--- config.mk ---
export PLATFORM = sky130hd
export DESIGN_NAME = booth4_mul_seq
export DESIGN_NICKNAME = d
export VERILOG_FILES = /design/src/rtl/booth4_pkg.sv /design/src/rtl/mul_comp.sv /design/src/rtl/booth4_mul_seq.sv
export SDC_FILE = /design/constraint.sdc
export NUM_CORES = 1
export LEC_CHECK = 0
export ABC_AREA = 1
export CORE_ASPECT_RATIO = 0.5
export CORE_MARGIN = 1.5
export CORE_UTILIZATION = 50
export DETAILED_ROUTE_END_ITERATION = 10
export HOLD_SLACK_MARGIN = 0.06
export PLACE_DENSITY = 0.72
export SETUP_SLACK_MARGIN = 0.15
export SYNTH_ARGS = -nofsm -noshare
export SYNTH_HDL_FRONTEND = slang
export SYNTH_HIERARCHICAL = 1
export SYNTH_SLANG_ARGS = --single-unit
--- constraint.sdc ---
create_clock -name clk_i -period 3.6 [get_ports clk_i]
set_input_delay 0.72 -clock clk_i [delete_from_list [all_inputs] [get_ports clk_i]]
set_output_delay 0.72 -clock clk_i [all_outputs]
set_load 0.01 [all_outputs]
--- src/rtl/booth4_pkg.sv ---
// booth4_pkg: shared states, Booth window codes and widths for the radix-4 sequencer
package booth4_pkg;
  localparam int OP_W    = 8;
  localparam int PP_W    = 10;
  localparam int PROD_W  = 16;
  localparam int NUM_WIN = 4;
  typedef enum logic [1:0] {IDLE, CALC, DONE} state_t;
  localparam logic [2:0] W_ZERO0 = 3'b000;
  localparam logic [2:0] W_PA0   = 3'b001;
  localparam logic [2:0] W_PA1   = 3'b010;
  localparam logic [2:0] W_P2A   = 3'b011;
  localparam logic [2:0] W_M2A   = 3'b100;
  localparam logic [2:0] W_MA0   = 3'b101;
  localparam logic [2:0] W_MA1   = 3'b110;
  localparam logic [2:0] W_ZERO1 = 3'b111;
endpackage

--- src/rtl/mul_comp.sv ---
// mul_comp: 9-bit Booth partial product of an 8-bit operand for one 3-bit window
module mul_comp import booth4_pkg::*; (
  input  logic [OP_W-1:0] data,
  input  logic [2:0]      win,
  output logic [OP_W:0]   res
);
  logic [OP_W:0] a1, a2;
  assign a1 = {data[OP_W-1], data};
  assign a2 = {data, 1'b0};
  // select 0, +-a or +-2a; -2*(-128) wraps to -256 in 9 bits
  always_comb res = (win == W_PA0 || win == W_PA1) ? a1 :
                    (win == W_P2A)                 ? a2 :
                    (win == W_M2A)                 ? -a2 :
                    (win == W_MA0 || win == W_MA1) ? -a1 : '0;
endmodule

--- src/rtl/booth4_mul_seq.sv ---
// booth4_mul_seq: signed 8x8 radix-4 Booth multiplier, one window per cycle
module booth4_mul_seq import booth4_pkg::*; #(
  parameter bit EARLY_EXIT = 1'b1
) (
  input  logic              clk_i,
  input  logic              rst_ni,
  input  logic              in_valid_i,
  output logic              in_ready_o,
  input  logic [OP_W-1:0]   a_i,
  input  logic [OP_W-1:0]   b_i,
  output logic              out_valid_o,
  input  logic              out_ready_i,
  output logic [PROD_W-1:0] product_o,
  output logic              busy_o
);
  state_t state, state_nxt;
  logic [OP_W-1:0]   mcand;
  logic [OP_W:0]     mplr, pp9;
  logic [PP_W-1:0]   pp10;
  logic [PROD_W-1:0] acc, acc_nxt, pp16;
  logic [1:0]        cnt;
  logic              last;
  mul_comp u_pp (.data(mcand), .win(mplr[2:0]), .res(pp9));
  // -2*(-128) = +256 does not fit the unit's 9-bit result, so patch it here
  assign pp10 = (mcand == 8'h80 && mplr[2:0] == W_M2A) ? 10'd256 : {pp9[OP_W], pp9};
  assign pp16 = {{(PROD_W-PP_W){pp10[PP_W-1]}}, pp10};
  assign acc_nxt = acc + (pp16 << {cnt, 1'b0});
  // mplr[8:2] holds b[7:2i+1] sign-extended; uniform bits mean only zero windows remain
  assign last = cnt == 2'(NUM_WIN-1) || (EARLY_EXIT && (mplr[OP_W:2] == '0 || mplr[OP_W:2] == '1));
  assign in_ready_o  = state == IDLE;
  assign out_valid_o = state == DONE;
  assign busy_o      = state == CALC || state == DONE;
  // state register
  always_ff @(posedge clk_i or negedge rst_ni)
    if (!rst_ni) state <= IDLE;
    else state <= state_nxt;
  // next-state: capture, iterate windows, hold result until consumed
  always_comb begin
    state_nxt = state;
    case (state)
      IDLE: if (in_valid_i) state_nxt = CALC;
      CALC: if (last) state_nxt = DONE;
      DONE: if (out_ready_i) state_nxt = IDLE;
      default: state_nxt = IDLE;
    endcase
  end
  // datapath: load operands, shift-add one window per CALC cycle, latch product on exit
  always_ff @(posedge clk_i or negedge rst_ni)
    if (!rst_ni) begin
      mcand     <= '0;
      mplr      <= '0;
      acc       <= '0;
      cnt       <= '0;
      product_o <= '0;
    end else if (state == IDLE && in_valid_i) begin
      mcand <= a_i;
      mplr  <= {b_i, 1'b0};
      acc   <= '0;
      cnt   <= '0;
    end else if (state == CALC) begin
      acc  <= acc_nxt;
      mplr <= {mplr[OP_W], mplr[OP_W], mplr[OP_W:2]};
      cnt  <= cnt + 2'd1;
      if (last) product_o <= acc_nxt;
    end
endmodule

==> flow_summary.html, run 1 <==
<table>
<tr><th>Metric</th><th>Value</th></tr>
<tr><th colspan="2">Worst setup path</th></tr>
<tr><td>Arrival time of the worst setup path</td><td>3.28 ns</td></tr>
<tr><td>Most used cell, CP</td><td>nand2_1</td></tr>
<tr><td>Cells along the critical path</td><td>inv_1 &gt; ha_2 &gt; inv_1 &gt; nor2_1 &gt; nand2_1 &gt; nand3_1 &gt; nand3_2 &gt; nand2_2 &gt; o21ai_2 &gt; nand2_1 &gt; o21ai_0 &gt; ha_1 &gt; nand2_1 &gt; inv_1 &gt; nand2_1 &gt; nor3_1 &gt; nand2_1 &gt; nand2_1 &gt; nand2_1 &gt; nand3_1 &gt; nand2_1</td></tr>
<tr><td>Largest stage delay on the critical path</td><td>~0.43 ns</td></tr>
<tr><td>Flop2flop setup slack</td><td>between 0.5 and 0.6 ns</td></tr>
<tr><td>Master of the slowest instance on the critical path</td><td>ha_1</td></tr>
<tr><td>Max FO, Critical Path</td><td>5</td></tr>
<tr><td>Kind of cell adding the most delay to the critical path</td><td>simple AND/OR/NAND/NOR gates</td></tr>
<tr><td>Required time of the worst setup path</td><td>roughly 3.8 ns</td></tr>
<tr><td>Worst Setup Start Kind</td><td>flip-flop</td></tr>
<tr><td>Crit path kind</td><td>reg -&gt; reg</td></tr>
<tr><td>Worst setup EP type</td><td>flip-flop</td></tr>
<tr><td>Number of buffer and inverter instances along the worst setup path</td><td>3</td></tr>
<tr><th colspan="2">Finish</th></tr>
<tr><td>Number of filler instances in the final layout</td><td>690</td></tr>
<tr><td>Total number of nets in the final design</td><td>633</td></tr>
<tr><td>N_diodes</td><td>0</td></tr>
<tr><td>Fraction of layout cells with a size suffix above 1</td><td>0.0642</td></tr>
<tr><td>Fin util</td><td>0.603</td></tr>
<tr><td>Synthesis-to-layout area growth</td><td>16.5%</td></tr>
<tr><td>Final cell area excluding filler cells</td><td>about 4400 um^2</td></tr>
<tr><th colspan="2">STA</th></tr>
<tr><td>Maximum clock frequency</td><td>between 0.3 and 0.4 GHz</td></tr>
<tr><td>Setup TNS Final</td><td>0 ns</td></tr>
<tr><td>Post-layout min period</td><td>roughly 3.1 ns</td></tr>
<tr><td>Final Max Slew Viols</td><td>0</td></tr>
<tr><td>Max-slew headroom at the worst pin</td><td>0.409</td></tr>
<tr><td>Largest clock skew in the final design</td><td>between 0.008 and 0.009 ns</td></tr>
<tr><td>Setup violations, final</td><td>0</td></tr>
<tr><td>Slew @ Worst Pin</td><td>between 0.8 and 0.9 ns</td></tr>
<tr><td>Final hold viol count</td><td>0</td></tr>
<tr><td>RSZ-0062 raised after global routing</td><td>false</td></tr>
<tr><td>Final worst hold slack</td><td>between 0.4 and 0.5 ns</td></tr>
<tr><td>Final Cycle Share</td><td>0.857</td></tr>
<tr><td>Setup ws final</td><td>0.514 ns</td></tr>
<tr><th colspan="2">Synth</th></tr>
<tr><td>Syn nets</td><td>approximately 600</td></tr>
<tr><td>Count of distinct cell types in the synthesized netlist</td><td>37</td></tr>
<tr><td>Gate count after technology mapping</td><td>554</td></tr>
<tr><td>Mux share of post-synthesis cell area</td><td>0</td></tr>
<tr><td>Top cells by area, synth</td><td>dfrtp_1, nand2_1, ha_1</td></tr>
<tr><td>Compound-gate portion of the synthesized area</td><td>0.0892</td></tr>
<tr><td>Post-synthesis share of cell area spent on and, or, nand and nor gates</td><td>0.388</td></tr>
<tr><td>Portion of the post-synthesis area used by sequential elements</td><td>0.350</td></tr>
<tr><td>Cell taking the most area after synthesis</td><td>dfrtp_1</td></tr>
<tr><td>Arithmetic-cell share of the synthesized area counting full adders, half adders and majority gates</td><td>0.0713</td></tr>
<tr><td>Synth Warn #</td><td>6</td></tr>
<tr><td>Mean cell area of the mapped netlist</td><td>6.84 um^2</td></tr>
<tr><td>Synth Area in XOR/XNOR</td><td>0.0162</td></tr>
<tr><td>Largest family of logic cells by synthesized area</td><td>simple AND/OR/NAND/NOR gates</td></tr>
<tr><td>Post-Syn Area</td><td>roughly 3800 um^2</td></tr>
<tr><td>Number of synthesized register bits</td><td>53</td></tr>
<tr><td>Fraction of synthesized cell area taken by the top area cell type</td><td>0.350</td></tr>
<tr><th colspan="2">Flow run</th></tr>
<tr><td>Max-cap viol count</td><td>0</td></tr>
<tr><th colspan="2">Clock tree</th></tr>
<tr><td>Worst-Skew Late Latency</td><td>around 0.30 ns</td></tr>
<tr><td>CTS sink count</td><td>53</td></tr>
<tr><td>Max Buffers Root-to-Sink</td><td>2</td></tr>
<tr><td>CTS clk-pin slew, worst paths</td><td>about 0.070 ns</td></tr>
<tr><td>CTS tree</td><td>done</td></tr>
<tr><td>Clock Root Buffer</td><td>clkbuf_16</td></tr>
<tr><td>Number of clock buffers inserted by TritonCTS</td><td>5</td></tr>
<tr><td>H-tree level count</td><td>2</td></tr>
<tr><th colspan="2">Worst hold path</th></tr>
<tr><td>Hold Crit Class</td><td>reg -&gt; reg</td></tr>
<tr><th colspan="2">Placed design</th></tr>
<tr><td>Worst slack at placement</td><td>slightly above 0.5 ns</td></tr>
<tr><td>Cell area after placement</td><td>4230 um^2</td></tr>
<tr><td>Post-detailed-placement half-perimeter wirelength</td><td>about 6800 um</td></tr>
<tr><td>Input/output buffers</td><td>38</td></tr>
<tr><td>Placer congestion estimate</td><td>between 0.9 and 1</td></tr>
<tr><th colspan="2">GRT</th></tr>
<tr><td>Gr ovfl total</td><td>0</td></tr>
<tr><td>All-layer global routing usage</td><td>0.241</td></tr>
<tr><td>Global-route wire length before repair</td><td>between 15000 and 20000 um</td></tr>
<tr><td>Largest net degree at the start of global routing</td><td>40</td></tr>
<tr><td>Number of antenna violations at the first check in global routing</td><td>0</td></tr>
<tr><td>Vias in the first global route</td><td>3306</td></tr>
<tr><th colspan="2">Routing</th></tr>
<tr><td>DRC violations left</td><td>0</td></tr>
<tr><td>First-iteration detailed-routing DRC count</td><td>about 230</td></tr>
<tr><td>Antenna viol nets, final</td><td>0</td></tr>
<tr><td>Vias per Instance</td><td>5.19</td></tr>
<tr><td>Routed length per instance</td><td>between 10 and 15 um</td></tr>
<tr><td>Routed via count</td><td>between 3000 and 4000</td></tr>
<tr><td>Number of iterations in the first detailed-routing pass</td><td>8</td></tr>
<tr><td>Total Routed Length</td><td>9120 um</td></tr>
<tr><th colspan="2">Die</th></tr>
<tr><td>Die width</td><td>126 um</td></tr>
<tr><td>Number of primary I/O pins</td><td>39</td></tr>
<tr><td>Area of the core</td><td>7320 um^2</td></tr>
<tr><td>Standard-cell rows</td><td>22</td></tr>
<tr><td>Die Outline Area</td><td>around 8100 um^2</td></tr>
<tr><td>Chip Height</td><td>around 65 um</td></tr>
<tr><td>Initial Utilization</td><td>0.517</td></tr>
<tr><th colspan="2">Power</th></tr>
<tr><td>LEAKAGE</td><td>2.39 nW</td></tr>
<tr><td>Power density of the placed cells</td><td>slightly above 1000 nW/um^2</td></tr>
<tr><td>Worst vdd rail ir drop</td><td>roughly 630 uV</td></tr>
<tr><th colspan="2">Run status</th></tr>
<tr><td>Status</td><td>finished, final reports clean</td></tr>
</table>
-- worst paths after layout --
path / endpoint / from / cells after the start
min reg2reg: product_o[7] / product_o[7] / 2
max: product_o[15] / mcand[0] / 21
min in group asynchronous: product_o[4] / rst_ni / 1
max in group asynchronous: acc[8] / rst_ni / 2
min: product_o[7] / product_o[7] / 2
max reg2reg: product_o[15] / mcand[0] / 21
-- cell usage in the layout (no fill, tap or decap), drive strengths merged --
master	count
dfrtp	53
clkdlybuf4s50	37
o21ai	26
a21oi	13
and2	1
a22oi	1
nand4	7
inv	66
bufinv	1
nor2	39
o22ai	2
nand3b	4
xor2	7
nand2	240
ha	20
a22o	3
clkbuf	5
o21bai	2
a31oi	2
buf	5
nor3	3
o221ai	3
nand3	46
o211ai	3
clkinv	2
fa	1
-- worst register-to-register path, cell delays in order, from the launching register on --
cell and delay, ns:
dfrtp_1 0.41, inv_1 0.12, ha_2 0.23, inv_1 0.05
nor2_1 0.13, nand2_1 0.12, nand3_1 0.10, nand3_2 0.13
nand2_2 0.13, o21ai_2 0.08, nand2_1 0.07, o21ai_0 0.12
ha_1 0.43, nand2_1 0.13, inv_1 0.09, nand2_1 0.06
nor3_1 0.22, nand2_1 0.08, nand2_1 0.08, nand2_1 0.07
nand3_1 0.09, nand2_1 0.05
-- area by class of cell --
class	count	area (um^2)	share of cell area
clock buffer	5	125	0.0284
timing repair buffer	42	405	0.0919
inverter	67	254	0.0576
tap	96	120	0.0272
multi-input combinational	423	2150	0.487
sequential	53	1330	0.301
clock inverter	2	35.0	0.00794
-- synth_stat cells (all sizes together) --
library cell,count
nand4,7
inv,66
clkinv,1
and2,1
o21bai,2
o22ai,2
a22oi,1
nand3,46
nand3b,4
o221ai,3
a22o,3
ha,20
xor2,7
dfrtp,53
fa,1
nor2,39
buf,8
nor3,3
nand2,240
clkbuf,3
a31oi,2
o21ai,26
o211ai,3
a21oi,13
-- where the power goes --
part | internal [mW] | leakage (nW) | total, mW | switching (mW)
Clock | 0.323 | 0.0797 | 0.543 | 0.220
Sequential | 0.830 | 0.687 | 1.07 | 0.245
Combinational | 1.07 | 1.62 | 2.92 | 1.84
-- metal layers --
| metal | global-route usage | vias to the layer above | routed length, um | part of all wire |
|---|---|---|---|---|
| met4 | 0.0402 | 0 | 55 | 0.0060 |
| li1 | - | 1835 | - | - |
| met1 | 0.337 | 1615 | 4540 | 0.50 |
| met5 | 0 | - | 0 | 0 |
| met2 | 0.395 | 113 | 3990 | 0.44 |
| met3 | 0.0495 | 7 | 533 | 0.058 |
-- registers in the layout, summed over array words and instances, names as in the netlist --
register   cells
cnt            2
mcand          8
acc           16
state          2
product_o     16
mplr           9
-- stage by stage --
step                cells  total power, mW
CTS                   686             4.49
detailed placement    679             3.93
global placement      679             3.89
global route          688             4.99
finish                688             4.53
floorplan             554             3.18
-- repair_timing --
action / 4_1_cts / 5_1_grt
setup buffers: 0 / 2
hold endpoints to repair: 0 / 0
hold buffers: 0 / 0
setup endpoints to repair: 0 / 6
gates resized for setup: 0 / 2
-- logic make-up (layout without fill, tap and decap cells) --
group | after synthesis | count (layout)
and+or+nand+nor | 340 | 340
buffers and inverters | 78 | 116
AOI/OAI and AO/OA | 55 | 55
DFF | 53 | 53
adders and majority gates | 21 | 21
xor gates and xnor gates | 7 | 7
No activity file was read; power rests on OpenSTA's default activity.
==> run 2: changes to the inputs <==
Settings changed: CORE_MARGIN 1.5 to 10.
==> run 2 against run 1 <==
Cell area fell by 0.45%; first-iteration DRC count rose by 8.9%; wire length rose by 0.54%; via count fell by 2.5%; clock power fell by 4.4%; sequential share of layout area rose by 0.14 points; die area rose by 43%; cell count fell by 0.15%; critical path depth fell by 1; highest routed layer unchanged.
==> flow_summary.html, run 2 (same netlist as run 1, synthesis figures left out) <==
<table>
<tr><th>Metric</th><th>Value</th></tr>
<tr><th colspan="2">Finish</th></tr>
<tr><td>Fraction of layout cells with a size suffix above 1</td><td>0.0609 (-0.00328)</td></tr>
<tr><td>Top flop regs</td><td>acc: 16 flops, product_o: 16 flops, mplr: 9 flops</td></tr>
<tr><td>Non-Filler Instances</td><td>687 (-0.15%)</td></tr>
<tr><td>Leading cell types in the layout, fill and taps excluded</td><td>nand2_1, inv_1, dfrtp_1</td></tr>
<tr><td>N_diodes</td><td>0 (unchanged)</td></tr>
<tr><td>Synthesis-to-layout area growth</td><td>16.0%</td></tr>
<tr><td>Total number of nets in the final design</td><td>631 (-0.32%)</td></tr>
<tr><td>Commonest non-fill, non-tap cell in the layout</td><td>nand2_1</td></tr>
<tr><th colspan="2">STA</th></tr>
<tr><td>Final hold viol count</td><td>0 (unchanged)</td></tr>
<tr><td>Setup violations, final</td><td>0 (unchanged)</td></tr>
<tr><td>Setup ws final</td><td>0.552 ns (+0.0384 ns)</td></tr>
<tr><td>Final worst hold slack</td><td>0.431 ns (-0.0502 ns)</td></tr>
<tr><td>Final Cycle Share</td><td>0.847 (-0.0107)</td></tr>
<tr><td>Setup TNS Final</td><td>0 ns (unchanged)</td></tr>
<tr><td>Largest clock skew in the final design</td><td>0.00564 ns (-0.00286 ns)</td></tr>
<tr><td>Max-slew headroom at the worst pin</td><td>0.587 (+0.178)</td></tr>
<tr><td>Slew @ Worst Pin</td><td>0.619 ns (-0.267 ns)</td></tr>
<tr><td>Post-layout min period</td><td>3.05 ns (-0.0384 ns)</td></tr>
<tr><td>RSZ-0062 raised after global routing</td><td>false</td></tr>
<tr><td>Final Max Slew Viols</td><td>0 (unchanged)</td></tr>
<tr><td>Maximum clock frequency</td><td>0.328 GHz (+1.3%)</td></tr>
<tr><th colspan="2">GRT</th></tr>
<tr><td>Gr ovfl total</td><td>0 (unchanged)</td></tr>
<tr><td>Vias in the first global route</td><td>3238 (-2.1%)</td></tr>
<tr><td>Number of antenna violations at the first check in global routing</td><td>0 (unchanged)</td></tr>
<tr><td>All-layer global routing usage</td><td>0.164 (-0.0773)</td></tr>
<tr><td>Largest net degree at the start of global routing</td><td>28 (-30%)</td></tr>
<tr><td>Global-route wire length before repair</td><td>15600 um (-1.0%)</td></tr>
<tr><th colspan="2">Clock tree</th></tr>
<tr><td>Max Buffers Root-to-Sink</td><td>2 (unchanged)</td></tr>
<tr><td>Post-cts repair resize count</td><td>0 (unchanged)</td></tr>
<tr><td>Number of clock buffers inserted by TritonCTS</td><td>5 (unchanged)</td></tr>
<tr><td>CTS tree</td><td>done</td></tr>
<tr><td>Setup fix buffers added after clock tree synthesis</td><td>0 (unchanged)</td></tr>
<tr><td>Clock Root Buffer</td><td>clkbuf_16</td></tr>
<tr><td>Hold-fix buffers at CTS</td><td>0 (unchanged)</td></tr>
<tr><td>CTS sink count</td><td>53 (unchanged)</td></tr>
<tr><td>CTS clk-pin slew, worst paths</td><td>0.07 ns (about the same)</td></tr>
<tr><td>H-tree level count</td><td>2 (unchanged)</td></tr>
<tr><td>Worst-Skew Late Latency</td><td>0.29 ns (about the same)</td></tr>
<tr><th colspan="2">Die</th></tr>
<tr><td>Chip Height</td><td>81.6 um (+26%)</td></tr>
<tr><td>Standard-cell rows</td><td>22 (unchanged)</td></tr>
<tr><td>Initial Utilization</td><td>0.515 (-0.00194)</td></tr>
<tr><td>Number of primary I/O pins</td><td>39 (unchanged)</td></tr>
<tr><td>Area of the core</td><td>7350 um^2 (+0.38%)</td></tr>
<tr><td>Die Outline Area</td><td>11700 um^2 (+43%)</td></tr>
<tr><td>Die width</td><td>143 um (+13%)</td></tr>
<tr><th colspan="2">Worst hold path</th></tr>
<tr><td>Hold Crit Class</td><td>in -&gt; async</td></tr>
<tr><th colspan="2">Run status</th></tr>
<tr><td>Status</td><td>finished, final reports clean</td></tr>
<tr><th colspan="2">Worst setup path</th></tr>
<tr><td>Crit path kind</td><td>reg -&gt; reg</td></tr>
<tr><td>Max FO, Critical Path</td><td>5 (unchanged)</td></tr>
<tr><td>Worst setup EP type</td><td>flip-flop</td></tr>
<tr><td>Worst Setup Start Kind</td><td>flip-flop</td></tr>
<tr><td>Required time of the worst setup path</td><td>3.79 ns (about the same)</td></tr>
<tr><td>Arrival time of the worst setup path</td><td>3.24 ns (-0.04 ns)</td></tr>
<tr><th colspan="2">Placed design</th></tr>
<tr><td>Post-detailed-placement half-perimeter wirelength</td><td>6970 um (+2.0%)</td></tr>
<tr><td>Worst slack at placement</td><td>0.549 ns (+0.0452 ns)</td></tr>
<tr><td>Placer congestion estimate</td><td>0.946 (-3.3%)</td></tr>
<tr><td>DP Cell Count</td><td>679 (unchanged)</td></tr>
<tr><td>Input/output buffers</td><td>38 (unchanged)</td></tr>
<tr><th colspan="2">Routing</th></tr>
<tr><td>Routed via count</td><td>3480 (-2.5%)</td></tr>
<tr><td>Routed length per instance</td><td>13.3 um (+0.68%)</td></tr>
<tr><td>Antenna viol nets, final</td><td>0 (unchanged)</td></tr>
<tr><td>Total Routed Length</td><td>9170 um (+0.54%)</td></tr>
<tr><td>Number of iterations in the first detailed-routing pass</td><td>4 (-4)</td></tr>
<tr><td>DRC violations left</td><td>0 (unchanged)</td></tr>
<tr><td>First-iteration detailed-routing DRC count</td><td>245 (+8.9%)</td></tr>
<tr><td>Vias per Instance</td><td>5.07 (-2.4%)</td></tr>
<tr><th colspan="2">Power</th></tr>
<tr><td>Design Power</td><td>4.46 mW (-1.5%)</td></tr>
<tr><td>Power density of the placed cells</td><td>1020 nW/um^2 (-1.1%)</td></tr>
<tr><td>LEAKAGE</td><td>2.38 nW (-0.53%)</td></tr>
<tr><td>Worst vdd rail ir drop</td><td>509 uV (-20%)</td></tr>
<tr><th colspan="2">Flow run</th></tr>
<tr><td>Max-cap viol count</td><td>0 (unchanged)</td></tr>
</table>
-- run 2: worst max-delay path, stage by stage (launching register included) --
cell	delay [ns]
dfrtp_1	0.42
inv_1	0.12
ha_1	0.23
inv_1	0.05
nor2_1	0.12
nand2_1	0.10
nand3_1	0.07
nand3_1	0.17
nand2_2	0.16
o21ai_2	0.07
nand2_1	0.06
o21ai_0	0.15
ha_1	0.42
nand2_1	0.12
nor3_1	0.20
and2_1	0.16
nand2_1	0.06
nand2_1	0.07
nand2_1	0.06
nand3_1	0.07
nand2_1	0.05
-- run 2: final cells by class --
cell class / instances / area (um^2)
Sequential cell: 53 / 1330
Inverter: 67 / 254
Multi-Input combinational cell: 423 / 2140
Timing Repair Buffer: 40 / 390
Tap cell: 96 / 120
Clock inverter: 1 / 5.00
Clock buffer: 7 / 153
Fill cell: 707 / 2960
-- run 2: path summary, 6_finish.rpt --
kind	from	end	slack (ns)	depth (start not counted)
worst min register to register	product_o[2]	product_o[2]	0.47	2
worst min-delay path	rst_ni	mcand[5]	0.43	1
worst max-delay path	mcand[0]	acc[14]	0.55	20
min in group clk_i	product_o[2]	product_o[2]	0.47	2
max in group asynchronous	rst_ni	acc[6]	2.37	2
worst max register to register	mcand[0]	acc[14]	0.55	20
-- run 2: routing by layer --
layer  vias up  track usage  share of wire
li1       1827            -              -
met1      1573        0.219           0.50
met2        73        0.266           0.44
met3         7       0.0374          0.051
met4         0       0.0378         0.0096
met5         -            0              0
-- run 2: report_power, final --
part | switching [mW] | internal (mW)
combinational | 1.83 | 1.05
sequential | 0.234 | 0.830
clock | 0.224 | 0.295
total | 2.29 | 2.17
-- run 2: per-stage QoR --
step | cell area [um^2] | util
after global placement | 4230 | 0.576
after detailed placement | 4230 | 0.576
after CTS | 4390 | 0.597
final | 4390 | 0.598
after floorplan | 3790 | -
after global routing | 4390 | 0.598
==> run 3: changes to the inputs <==
Settings changed: PLACE_DENSITY 0.72 to 0.74.
Clock period 3.6 ns to 2.8 ns, I/O delays scaled along.
==> run 3 against run 2 <==
Worst setup slack worse by 0.53 ns; sequential share of layout area is 4.9 points lower; wire length is 16% higher; hold slack worse by 0.070 ns; highest routed layer unchanged; cell count is 6.3% higher; combinational power is 95% higher; die area stayed put; first-iteration DRC count is 18% lower; critical path type unchanged.
==> flow_summary.html, run 3 (same netlist as run 1, synthesis figures left out) <==
<table>
<tr><th>Metric</th><th>Value</th></tr>
<tr><th colspan="2">Run status</th></tr>
<tr><td>Status</td><td>finished, final reports clean</td></tr>
<tr><th colspan="2">Worst setup path</th></tr>
<tr><td>Crit path kind</td><td>reg -&gt; reg</td></tr>
<tr><td>Startpoint of the lowest-slack register-to-register path</td><td>mcand[1]</td></tr>
<tr><td>Largest stage delay on the critical path</td><td>0.41 ns (about the same)</td></tr>
<tr><td>Max FO, Critical Path</td><td>5 (unchanged)</td></tr>
<tr><td>Required time of the worst setup path</td><td>3.00 ns (-0.79 ns)</td></tr>
<tr><td>Arrival time of the worst setup path</td><td>2.98 ns (-0.26 ns)</td></tr>
<tr><td>Worst setup EP type</td><td>flip-flop</td></tr>
<tr><td>Number of buffer and inverter instances along the worst setup path</td><td>3 (+1)</td></tr>
<tr><td>Cells along the critical path</td><td>inv_2 &gt; ha_4 &gt; inv_4 &gt; nor2_4 &gt; nand2_2 &gt; nand3_2 &gt; nand4_1 &gt; nand3_2 &gt; o21ai_4 &gt; nand2_1 &gt; o21ai_2 &gt; ha_4 &gt; nand2_1 &gt; inv_2 &gt; nand2_4 &gt; nor3_4 &gt; nand2_1 &gt; nand2_1 &gt; nand2_1 &gt; nand3_1 &gt; nand2_1</td></tr>
<tr><td>Worst setup path startpoint</td><td>mcand[1]</td></tr>
<tr><td>Kind of cell adding the most delay to the critical path</td><td>simple AND/OR/NAND/NOR gates</td></tr>
<tr><td>Worst Setup Start Kind</td><td>flip-flop</td></tr>
<tr><td>Most used cell, CP</td><td>nand2_1</td></tr>
<tr><td>Master of the slowest instance on the critical path</td><td>dfrtp_1</td></tr>
<tr><th colspan="2">Routing</th></tr>
<tr><td>Total Routed Length</td><td>10600 um (+16%)</td></tr>
<tr><td>Number of iterations in the first detailed-routing pass</td><td>4 (unchanged)</td></tr>
<tr><td>Routed length per instance</td><td>14.5 um (+8.8%)</td></tr>
<tr><td>First-iteration detailed-routing DRC count</td><td>200 (-18%)</td></tr>
<tr><td>DRC violations left</td><td>0 (unchanged)</td></tr>
<tr><td>Vias per Instance</td><td>5.22 (+3.1%)</td></tr>
<tr><td>Antenna viol nets, final</td><td>0 (unchanged)</td></tr>
<tr><td>Routed via count</td><td>3811 (+9.5%)</td></tr>
<tr><th colspan="2">GRT</th></tr>
<tr><td>Global-route met2 utilization</td><td>0.291 (+0.0249)</td></tr>
<tr><td>Met1 track demand over resource</td><td>0.215 (-0.00408)</td></tr>
<tr><td>Highest-utilization routing layer at the global route stage</td><td>met2</td></tr>
<tr><td>Global-route wire length before repair</td><td>16400 um (+5.4%)</td></tr>
<tr><td>Largest net degree at the start of global routing</td><td>54 (+93%)</td></tr>
<tr><td>Routing usage on met3</td><td>0.0363 (-0.00115)</td></tr>
<tr><td>Gr ovfl total</td><td>0 (unchanged)</td></tr>
<tr><td>Vias in the first global route</td><td>3530 (+9.0%)</td></tr>
<tr><td>Number of antenna violations at the first check in global routing</td><td>0 (unchanged)</td></tr>
<tr><td>All-layer global routing usage</td><td>0.170 (+0.00651)</td></tr>
<tr><th colspan="2">Clock tree</th></tr>
<tr><td>Worst-Skew Late Latency</td><td>0.30 ns (about the same)</td></tr>
<tr><td>CTS clk-pin slew, worst paths</td><td>0.07 ns (about the same)</td></tr>
<tr><td>H-tree level count</td><td>2 (unchanged)</td></tr>
<tr><td>Max Buffers Root-to-Sink</td><td>2 (unchanged)</td></tr>
<tr><td>CTS tree</td><td>done</td></tr>
<tr><td>CTS sink count</td><td>53 (unchanged)</td></tr>
<tr><td>Clock Root Buffer</td><td>clkbuf_16</td></tr>
<tr><td>Number of clock buffers inserted by TritonCTS</td><td>5 (unchanged)</td></tr>
<tr><th colspan="2">Die</th></tr>
<tr><td>Die width</td><td>143 um (unchanged)</td></tr>
<tr><td>Standard-cell rows</td><td>22 (unchanged)</td></tr>
<tr><td>Area of the core</td><td>7350 um^2 (unchanged)</td></tr>
<tr><td>Chip Height</td><td>81.6 um (unchanged)</td></tr>
<tr><td>Initial Utilization</td><td>0.515 (unchanged)</td></tr>
<tr><td>Die Outline Area</td><td>11700 um^2 (unchanged)</td></tr>
<tr><td>Number of primary I/O pins</td><td>39 (unchanged)</td></tr>
<tr><th colspan="2">Finish</th></tr>
<tr><td>Total number of nets in the final design</td><td>674 (+6.8%)</td></tr>
<tr><td>Top flop regs</td><td>acc: 16 flops, product_o: 16 flops, mplr: 9 flops</td></tr>
<tr><td>Area of the multi-input gates</td><td>2660 um^2 (+24%)</td></tr>
<tr><td>Non-Filler Instances</td><td>730 (+6.3%)</td></tr>
<tr><td>Leading cell types in the layout, fill and taps excluded</td><td>nand2_1, inv_1, dfrtp_1</td></tr>
<tr><td>Area taken by flip-flops and latches</td><td>1330 um^2 (+0.28%)</td></tr>
<tr><td>Synthesis-to-layout area growth</td><td>38.7%</td></tr>
<tr><td>Fin util</td><td>0.715 (+0.117)</td></tr>
<tr><td>Number of filler instances in the final layout</td><td>568 (-20%)</td></tr>
<tr><td>N_diodes</td><td>0 (unchanged)</td></tr>
<tr><td>Commonest non-fill, non-tap cell in the layout</td><td>nand2_1</td></tr>
<tr><td>Fraction of layout cells with a size suffix above 1</td><td>0.287 (+0.226)</td></tr>
<tr><th colspan="2">STA</th></tr>
<tr><td>Max-slew headroom at the worst pin</td><td>0.550 (-0.0371)</td></tr>
<tr><td>Final Cycle Share</td><td>0.993 (+0.146)</td></tr>
<tr><td>Post-layout min period</td><td>2.78 ns (-0.267 ns)</td></tr>
<tr><td>Largest clock skew in the final design</td><td>0.00641 ns (+0.000764 ns)</td></tr>
<tr><td>Final hold viol count</td><td>0 (unchanged)</td></tr>
<tr><td>Setup ws final</td><td>0.0195 ns (-0.533 ns)</td></tr>
<tr><td>Setup TNS Final</td><td>0 ns (unchanged)</td></tr>
<tr><td>Setup violations, final</td><td>0 (unchanged)</td></tr>
<tr><td>RSZ-0062 raised after global routing</td><td>true</td></tr>
<tr><td>Slew @ Worst Pin</td><td>0.674 ns (+0.0557 ns)</td></tr>
<tr><td>Maximum clock frequency</td><td>0.360 GHz (+9.6%)</td></tr>
<tr><td>Final Max Slew Viols</td><td>0 (unchanged)</td></tr>
<tr><th colspan="2">Power</th></tr>
<tr><td>LEAKAGE</td><td>2.66 nW (+12%)</td></tr>
<tr><td>Design Power</td><td>7.69 mW (+72%)</td></tr>
<tr><td>Power density of the placed cells</td><td>1460 nW/um^2 (+44%)</td></tr>
<tr><td>Worst vdd rail ir drop</td><td>831 uV (+63%)</td></tr>
<tr><th colspan="2">Flow run</th></tr>
<tr><td>Max-cap viol count</td><td>0 (unchanged)</td></tr>
<tr><th colspan="2">Placed design</th></tr>
<tr><td>Input/output buffers</td><td>38 (unchanged)</td></tr>
<tr><td>DP Cell Count</td><td>703 (+3.5%)</td></tr>
<tr><td>Placer congestion estimate</td><td>0.920 (-2.7%)</td></tr>
<tr><td>Worst slack at placement</td><td>-0.112 ns (-0.661 ns)</td></tr>
<tr><td>Post-detailed-placement half-perimeter wirelength</td><td>7060 um (+1.2%)</td></tr>
<tr><th colspan="2">Worst hold path</th></tr>
<tr><td>Hold Crit Class</td><td>in -&gt; async</td></tr>
</table>
==> run 3: cell types whose count changed in the layout (fill, tap and decap cells not counted), moves of 9 or more <==
cell     change
buf_4       +39
nand2_1     -30
nand2_2     +26
inv_1       -12
ha_1        -11
ha_4        +11
inv_2       +11
nand3_1     -11
a21oi_1     -10
nand3_2     +10
a21oi_2      +9
o21ai_2      +9
==> run 3: path summary, 6_finish.rpt <==
| kind | end | slack [ns] | depth (start not counted) |
|---|---|---|---|
| max reg2reg | acc[15] | 0.02 | 21 |
| min | mcand[3] | 0.36 | 2 |
| min in group clk_i | product_o[12] | 0.48 | 2 |
| min reg2reg | product_o[12] | 0.48 | 2 |
| max | acc[15] | 0.02 | 21 |
| max in group asynchronous | mplr[2] | 1.96 | 2 |
==> run 3: power by group <==
group	leakage [nW]	internal, mW	switching, mW	total (mW)
Sequential	0.684	1.07	0.272	1.34
Clock	0.0810	0.425	0.299	0.724
Combinational	1.90	2.37	3.25	5.62
==> run 3: worst reg2reg max path, delay by kind of cell, from the launching register on <==
family	cells	cell delay, ns
DFF	1	0.41
and+or+nand+nor	14	1.39
AOI/OAI and AO/OA	2	0.17
adders and majority gates	2	0.48
buffers and inverters	3	0.24
==> run 3: what timing repair did <==
action                                  CTS  global route
endpoints found under the setup margin   18            22
hold buffers                              0             0
gates cloned                              0             1
resized for setup                        47            90
pin swaps                                22            52
setup buffers                             7            11
==> run 3: metrics by stage <==
| stage | hold WS (ns) | instance area, um^2 |
|---|---|---|
| after floorplan | 0.264 | 3790 |
| after global placement | 0.456 | 4410 |
| after detailed placement | 0.462 | 4410 |
| after CTS | 0.411 | 4800 |
| after global routing | 0.450 | 5250 |
| final | 0.361 | 5250 |
==> run 3: layout make-up <==
class	count	area share
repair buffers	82	0.136
well taps	96	0.0229
inverters	67	0.0488
flip-flops and latches	53	0.253
clock buffers	6	0.0245
multi-input cells	424	0.507
clock inverters	2	0.00738
==> run 3: metal layers <==
| metal | share of wire | wire length (um) |
|---|---|---|
| met2 | 0.49 | 5180 |
| met1 | 0.46 | 4830 |
| met3 | 0.038 | 404 |
| met5 | 0 | 0 |
| met4 | 0.017 | 178 |
